[config.mk]
export PLATFORM = sky130hd
export DESIGN_NAME = spi_rx_16
export DESIGN_NICKNAME = d
export VERILOG_FILES = /design/src/rtl/spi_rx_16.sv
export SDC_FILE = /design/constraint.sdc
export NUM_CORES = 1
export LEC_CHECK = 0
export CELL_PAD_IN_SITES_DETAIL_PLACEMENT = 2
export CELL_PAD_IN_SITES_GLOBAL_PLACEMENT = 2
export CORE_ASPECT_RATIO = 1.75
export CORE_MARGIN = 8
export CORE_UTILIZATION = 34
export DETAILED_ROUTE_END_ITERATION = 10
export PLACE_DENSITY_LB_ADDON = 0.1
export SYNTH_ARGS = -nofsm -noshare
export SYNTH_HDL_FRONTEND = slang
export SYNTH_SLANG_ARGS = --single-unit
[constraint.sdc]
create_clock -name sclk -period 5.3 [get_ports sclk]
set_clock_uncertainty 0.1 [all_clocks]
set_input_delay 1.06 -clock sclk [delete_from_list [all_inputs] [get_ports sclk]]
set_output_delay 1.06 -clock sclk [all_outputs]
set_load 0.02 [all_outputs]
[src/rtl/spi_rx_16.sv]
// -----------------------------------------------------------------------------
// spi_rx_16
//   SPI receive end for the serial link driven by the SPI transmitter. A frame
//   is marked by cs_n low. mosi is sampled MSB first on each sclk rising edge,
//   and a DATA_W-bit word is rebuilt from it. The first LEAD_BITS cs_n-low
//   slots of each frame carry stale data and are skipped. Each completed word
//   is held on a valid/ready output until it is accepted.
//
//   This block runs in the transmitter's sclk domain, so it has no
//   synchronizers.
//
// Ports
//   sclk        clock; all logic runs on the rising edge
//   reset       synchronous, active-high reset
//   mosi        serial data
//   cs_n        frame select, active low
//   data_ready  downstream accepts data_out
//   data_out    received word (keeps its last value after acceptance)
//   data_valid  data_out holds a word that has not been accepted
//   frame_err   one-cycle pulse: cs_n rose before a full word was captured
//   overrun     one-cycle pulse: a completed word was dropped (output full)
//   rx_active   high while skipping lead slots or shifting data bits
// -----------------------------------------------------------------------------
module spi_rx_16 #(
   parameter int DATA_W    = 16,
   parameter int LEAD_BITS = 1
) (
   input  logic              sclk,
   input  logic              reset,
   input  logic              mosi,
   input  logic              cs_n,
   input  logic              data_ready,
   output logic [DATA_W-1:0] data_out,
   output logic              data_valid,
   output logic              frame_err,
   output logic              overrun,
   output logic              rx_active
);

   // Counter width is large enough to hold DATA_W+LEAD_BITS without wrapping.
   localparam int CNT_W = $clog2(DATA_W + LEAD_BITS + 1);
   localparam logic [CNT_W-1:0] LAST_BIT = CNT_W'(DATA_W - 1);
   localparam logic [CNT_W-1:0] LEAD_CNT = CNT_W'(LEAD_BITS);
   localparam logic [CNT_W-1:0] ONE      = CNT_W'(1);

   typedef enum logic [2:0] {
      WAIT_HIGH,
      IDLE,
      SKIP,
      SHIFT,
      DONE
   } state_t;

   state_t            state;
   logic [DATA_W-1:0] shift;
   logic [CNT_W-1:0]  bit_cnt;
   logic [CNT_W-1:0]  skip_cnt;

   // This is the word as it stands after the bit on the current edge is shifted in.
   logic [DATA_W-1:0] word_next;
   logic              word_done;

   assign word_next = {shift[DATA_W-2:0], mosi};
   // This edge captures bit DATA_W, so the word is complete.
   assign word_done = (state == SHIFT) && !cs_n && (bit_cnt == LAST_BIT);

   assign rx_active = (state == SKIP) || (state == SHIFT);

   always_ff @(posedge sclk) begin
      if (reset) begin
         state      <= WAIT_HIGH;
         shift      <= '0;
         bit_cnt    <= '0;
         skip_cnt   <= '0;
         data_out   <= '0;
         data_valid <= 1'b0;
         frame_err  <= 1'b0;
         overrun    <= 1'b0;
      end else begin
         frame_err <= 1'b0;
         overrun   <= 1'b0;

         case (state)
            // After a reset, the receiver waits for cs_n high. A frame cut by
            // the reset is dropped without a flag.
            WAIT_HIGH: begin
               if (cs_n)
                  state <= IDLE;
            end

            // Slot 0 of a new frame.
            IDLE: begin
               if (!cs_n) begin
                  if (LEAD_BITS == 0) begin
                     shift   <= word_next;
                     bit_cnt <= ONE;
                     state   <= SHIFT;
                  end else if (LEAD_BITS == 1) begin
                     // Slot 0 uses up the whole lead. The next slot is the MSB,
                     // so go straight to SHIFT.
                     skip_cnt <= ONE;
                     bit_cnt  <= '0;
                     state    <= SHIFT;
                  end else begin
                     skip_cnt <= ONE;
                     bit_cnt  <= '0;
                     state    <= SKIP;
                  end
               end
            end

            SKIP: begin
               if (cs_n) begin
                  frame_err <= 1'b1;
                  state     <= IDLE;
               end else begin
                  skip_cnt <= skip_cnt + ONE;
                  if (skip_cnt + ONE == LEAD_CNT) begin
                     bit_cnt <= '0;
                     state   <= SHIFT;
                  end
               end
            end

            SHIFT: begin
               if (cs_n) begin
                  // cs_n rose before the word was complete. Drop the partial word.
                  frame_err <= 1'b1;
                  state     <= IDLE;
               end else begin
                  shift   <= word_next;
                  bit_cnt <= bit_cnt + ONE;
                  if (word_done)
                     state <= DONE;
               end
            end

            // Extra low slots after a full word are ignored. One high slot is
            // enough to get ready for the next frame.
            DONE: begin
               if (cs_n)
                  state <= IDLE;
            end

            default: state <= WAIT_HIGH;
         endcase

         // Output stage. On an edge where the downstream accepts a word and a
         // new word completes, the new word is loaded straight away.
         if (data_valid && data_ready)
            data_valid <= 1'b0;

         if (word_done) begin
            if (!data_valid || data_ready) begin
               data_out   <= word_next;
               data_valid <= 1'b1;
            end else begin
               overrun <= 1'b1;
            end
         end
      end
   end

endmodule

; Word level (Yosys, flattened, before mapping)
; Index checks and enable logic that the tools add are counted.
[totals]
input_bits = 5
out_inout_bits = 20
wordCells = 65
ff_bits = 47
[op_classes]
eq_ne = 13
mux = 20
n_reduce_logical = 19
n_addsub = 2
n_bitwise = 3
[ops]
columns = op, count
row1 = $mux W5, 6
row2 = $mux W3, 6
row3 = $pmux W5 S3, 1
row4 = $pmux W3 S4, 1
row5 = $add A5 B1 Y5 const B, 2
row6 = $pmux W5 S2, 1
row7 = $reduce_or A2 Y1, 4
row8 = $eq A3 B2 Y1 const B, 2
row9 = $ne A2 B2 Y1 const B, 3
row10 = $eq A5 B1 Y1 const B, 1
row11 = $eq A5 B4 Y1 const B, 1
row12 = $mux W1, 5
row13 = $reduce_and A5 Y1, 1
row14 = $ne A2 B1 Y1 const B, 2
row15 = $reduce_and A2 Y1, 2
row16 = $reduce_and A4 Y1, 1
row17 = $eq A3 B1 Y1 const B, 1
row18 = $eq A3 B3 Y1 const B, 1
row19 = $logic_and A1 B1 Y1, 3
row20 = $logic_not A3 Y1, 1
row21 = $ne A3 B2 Y1 const B, 1
row22 = $ne A3 B3 Y1 const B, 1
row23 = $not A1 Y1, 3
row24 = $reduce_and A3 Y1, 1
row25 = other kinds (4), 6

; Logic depth before layout (Yosys ltp)
[depth]
word_depth = 6
depth_mapped = 8
depth_no_buf = 6

; Worst setup path before layout
; Ideal clock, no wire load.
[synth_path]
path_type = register -> output
startpoint = register state[1]
endpoint = output port rx_active
required_ps = 4140
arrival_ps = 1097
setup_slack_ps = 3043
path_stages_with_launch = 4
path_buffers = 2
cell_sequence = dfxtp_1 buf_2 clkbuf_1 nor2b_1
[synth_via]
elab_chain_len = 2
elab_cells_between_ends = 3
classes_between = eq/ne (2) / reduce/logical (1)
[synth_rtl]
columns = item, line
row1 = from (decl), 54  ; state_t state;
row2 = from (signal assigned), 71  ; state <= WAIT_HIGH;
row3 = from (signal assigned), 88  ; state <= IDLE;
row4 = from (signal assigned), 97  ; state <= SHIFT;
row5 = $eq A3 B2 Y1, 67  ; assign rx_active = (state == SKIP) || (state == SHIFT);
row6 = $logic_or A1 B1 Y1 (*), 67
row7 = to (decl), 37  ; output logic rx_active
; Every way passes the cells marked *; elsewhere a longest branch is shown, timed or not.

; Worst setup path in the final report
[layout_path]
startpoint = input port cs_n
endpoint = register data_out[15]
[layout_via]
elab_chain_len = 4
[layout_rtl]
columns = item, line
row1 = from (decl), 31  ; input logic cs_n,
row2 = $logic_not A1 Y1, -
row3 = $logic_and A1 B1 Y1 (2 in a row), 65  ; assign word_done = (state == SHIFT) && !cs_n && (bit_cnt == LAST_BIT);
row4 = $reduce_and A2 Y1 (no source line), -
row5 = to (signal assigned), 155  ; data_out <= word_next;
row6 = to (decl), 33  ; output logic [DATA_W-1:0] data_out,
; Every way passes these cells.
; A chain may end at the register's enable or synchronous reset.

==> impl_metrics.ini <==
[run_status]
status = complete, no violations

[logic_synthesis]
yosys_warnings = 0
ys_seq_elements = 47
synth.area.mux_share = 0
synth_top_family_by_area = simple AND/OR/NAND/NOR gates
netlist_area_um2 = 2010
synth_cells = 255
synthAdderAreaFrac = 0.0248
synth_nets = 264
synth-compound-area-share = 0.200
synth_xor_area_frac = 0.00435
synthDistinctLibCells = 35
avgSynthCellArea_um2 = 7.90
yosysSeqAreaShare = 0.467
synthSimpleGateAreaFrac = 0.243

[drt]
dr.pass1.iters = 4
wl_per_cell_um = 16.1
drc = 0
vias = 1778
wl_mm = 5.60
antenna_left = 0
first_iter_violations = 69
via_per_inst = 5.09

[place]
place_congestion = 0.773
dpl_worst_slack_ps = 1750
dp_cells = 341
hpwl_mm = 4.06
io_buffers = 24

[finish]
area_growth_pct = 19.8
final_core_utilization = 0.417
layout-drive-gt1-share = 0.0738
diodes = 0
final_cell_count_no_fill = 349
fin_nets = 279

[worst_setup_path]
reg2reg_from = state[1]
crit_required_ps = 5430
regToRegSetupSlack_ps = 2630
ff2ff_path_depth = 4
worst_setup_path_start_kind = input port
cp_cell_sequence = clkdlybuf4s50_1 -> and4bb_1 -> and3_1 -> nand2_1 -> a21oi_1
critical_path_class = input port to flip-flop
critPathMaxStageDelay_ps = 780
crit_slowest_cell = and4bb_1
crit_arrival_ps = 3360
critPathMaxFanout = 19
crit_start = cs_n
r2r_end = data_out[15]
cp-end-kind = flip-flop
critPathCapture = data_out[15]

[clocking]
htreeDepth = 2
cts_resized = 0
path_clk_slew_ps = 100
clk_path_buf_depth = 2
postCtsHoldBufs = 0
numCtsBuffers = 5
post-cts-setup-buffers = 0
cts_sinks = 47
cts-root-buf = clkbuf_8
cts_tree = yes
clock_latency_ps = 310

[die]
die_x_um = 74.2
fp.coreArea_um2 = 5790
ios = 25
row_count = 37
start_util = 0.348
dieArea_um2 = 8740
die_y_um = 118

[timing]
hold_viol_final = 0
rsz0062_at_grt = no
fin_tns_setup_ps = 0
finalMaxSlewViolations = 0
timing.final.crit_period_ps = 3230
fmax_ghz = 0.310
relSlewSlack = 0.451
fin_ws_ps = 2070
final-setup-viol-count = 0
worst-slew-pin-transition_ps = 818
fin_crit_sh = 0.609

[power_and_ir_drop]
cellPowerDensity_nw_per_um2 = 295
leakage_uw = 0.000778
total_power_uw = 712
ir_worst_vdd_mv = 0.136

[global_routing]
antenna_found_initial = 0
grt_max_degree = 20
grt_pass1_wl_mm = 9.94
grt_overflow = 0
grt_pass1_vias = 1955
globalRouteTotalUtil = 0.144

[hold_path]
hp-class = flip-flop to flip-flop
hp-start = data_out[14]

[flow_run]
drv_cap = 0
[critical path, delay by kind of cell]
family                 cells  cell delay (ps)
and+or+nand+nor            3             1600
AOI/OAI and AO/OA          1              150
buffers and inverters      1              540
[Yosys cell counts]
cell	n	area, um2
o211ai_1	3	22.5
nand2b_1	3	18.8
a41oi_1	3	26.3
nand2_1	72	270
nand3_1	5	25.0
nand4bb_1	1	11.3
inv_1	8	30.0
a21oi_2	5	43.8
buf_6	1	11.3
buf_4	2	15.0
or3b_2	1	8.76
clkbuf_1	8	30.0
and2_1	2	12.5
or3_1	1	6.26
nor2b_1	1	6.26
nor3_1	7	35.0
and4bb_1	1	12.5
o21ai_0	10	50.1
a21bo_2	1	10.0
o22ai_1	2	12.5
or2_2	2	12.5
and3_1	5	31.3
xnor2_1	1	8.76
ha_1	4	50.1
o31ai_1	3	22.5
a31oi_1	3	18.8
a21oi_1	36	180
nand3b_1	1	7.51
buf_2	5	25.0
dfxtp_1	47	941
nand3_2	1	10.0
a22oi_1	1	7.51
nor2_1	6	22.5
clkbuf_2	2	10.0
a32oi_1	1	8.76
[kinds of logic after synthesis]
group           count (synthesis)
buf+inv                        26
compound gates                 68
simple gates                  109
flops                          47
xor+xnor                        1
fa+ha+maj                       4
[layout by cell type, fill, tap and decap left out, types with 2 or more instances in the layout]
cell / instances
nand2_1: 72
o22ai_1: 2
a21oi_2: 5
a41oi_1: 3
ha_1: 4
inv_1: 8
and3_1: 5
dfxtp_1: 47
nor3_1: 7
clkbuf_8: 5
nand3_1: 5
nor2_1: 6
o31ai_1: 3
clkdlybuf4s50_1: 24
a31oi_1: 3
nand2b_1: 3
o21ai_0: 10
or2_2: 2
buf_4: 2
o211ai_1: 3
and2_1: 2
bufinv_16: 2
a21oi_1: 36
[how the worst min path moves through the flow]
| stage | cells past startpoint | slack (ps) | endpoint |
|---|---|---|---|
| floorplan | 2 | 330 | data_out[15] |
| global placement | 2 | 340 | data_out[5] |
| detailed placement | 2 | 350 | data_out[14] |
| CTS | 2 | 360 | data_out[14] |
| global route | 2 | 380 | data_out[7] |
| finish | 2 | 360 | data_out[14] |
[routing by layer]
layer | routed length [um] | global-route usage | vias up | share of wire
met4 | 93 | 0.0567 | 0 | 0.017
met5 | 0 | 0 | - | 0
met3 | 143 | 0.0239 | 6 | 0.026
met2 | 3110 | 0.264 | 18 | 0.55
met1 | 2260 | 0.153 | 869 | 0.40
li1 | - | - | 885 | -
[through the flow]
step | hold WS (ps) | instance area (um2)
final | 360 | 2410
after global routing | 382 | 2410
after CTS | 365 | 2410
after detailed placement | 350 | 2280
after global placement | 343 | 2280
after floorplan | 332 | 2010
[registers in the layout, summed over array words and instances (netlist names)]
register / cells
data_valid: 1
bit_cnt: 5
overrun: 1
frame_err: 1
state: 3
shift: 15
skip_cnt: 5
data_out: 16
[power by group]
part / switching [uW] / leakage (uW) / internal (uW)
Clock: 132 / 0.0000644 / 188
Combinational: 18.7 / 0.000335 / 11.0
Sequential: 7.13 / 0.000379 / 355
Total: 158 / 0.000778 / 554
[cell type report]
| type | instances | area (um2) |
|---|---|---|
| fill | 675 | 3370 |
| multi-input combinational | 182 | 952 |
| sequential | 47 | 941 |
| timing repair buffer | 26 | 255 |
| tap | 78 | 97.6 |
| clock buffer | 5 | 68.8 |
| clock inverter | 3 | 67.6 |
| inverter | 8 | 30.0 |
Note: power is estimated with default switching activity, not from simulation.
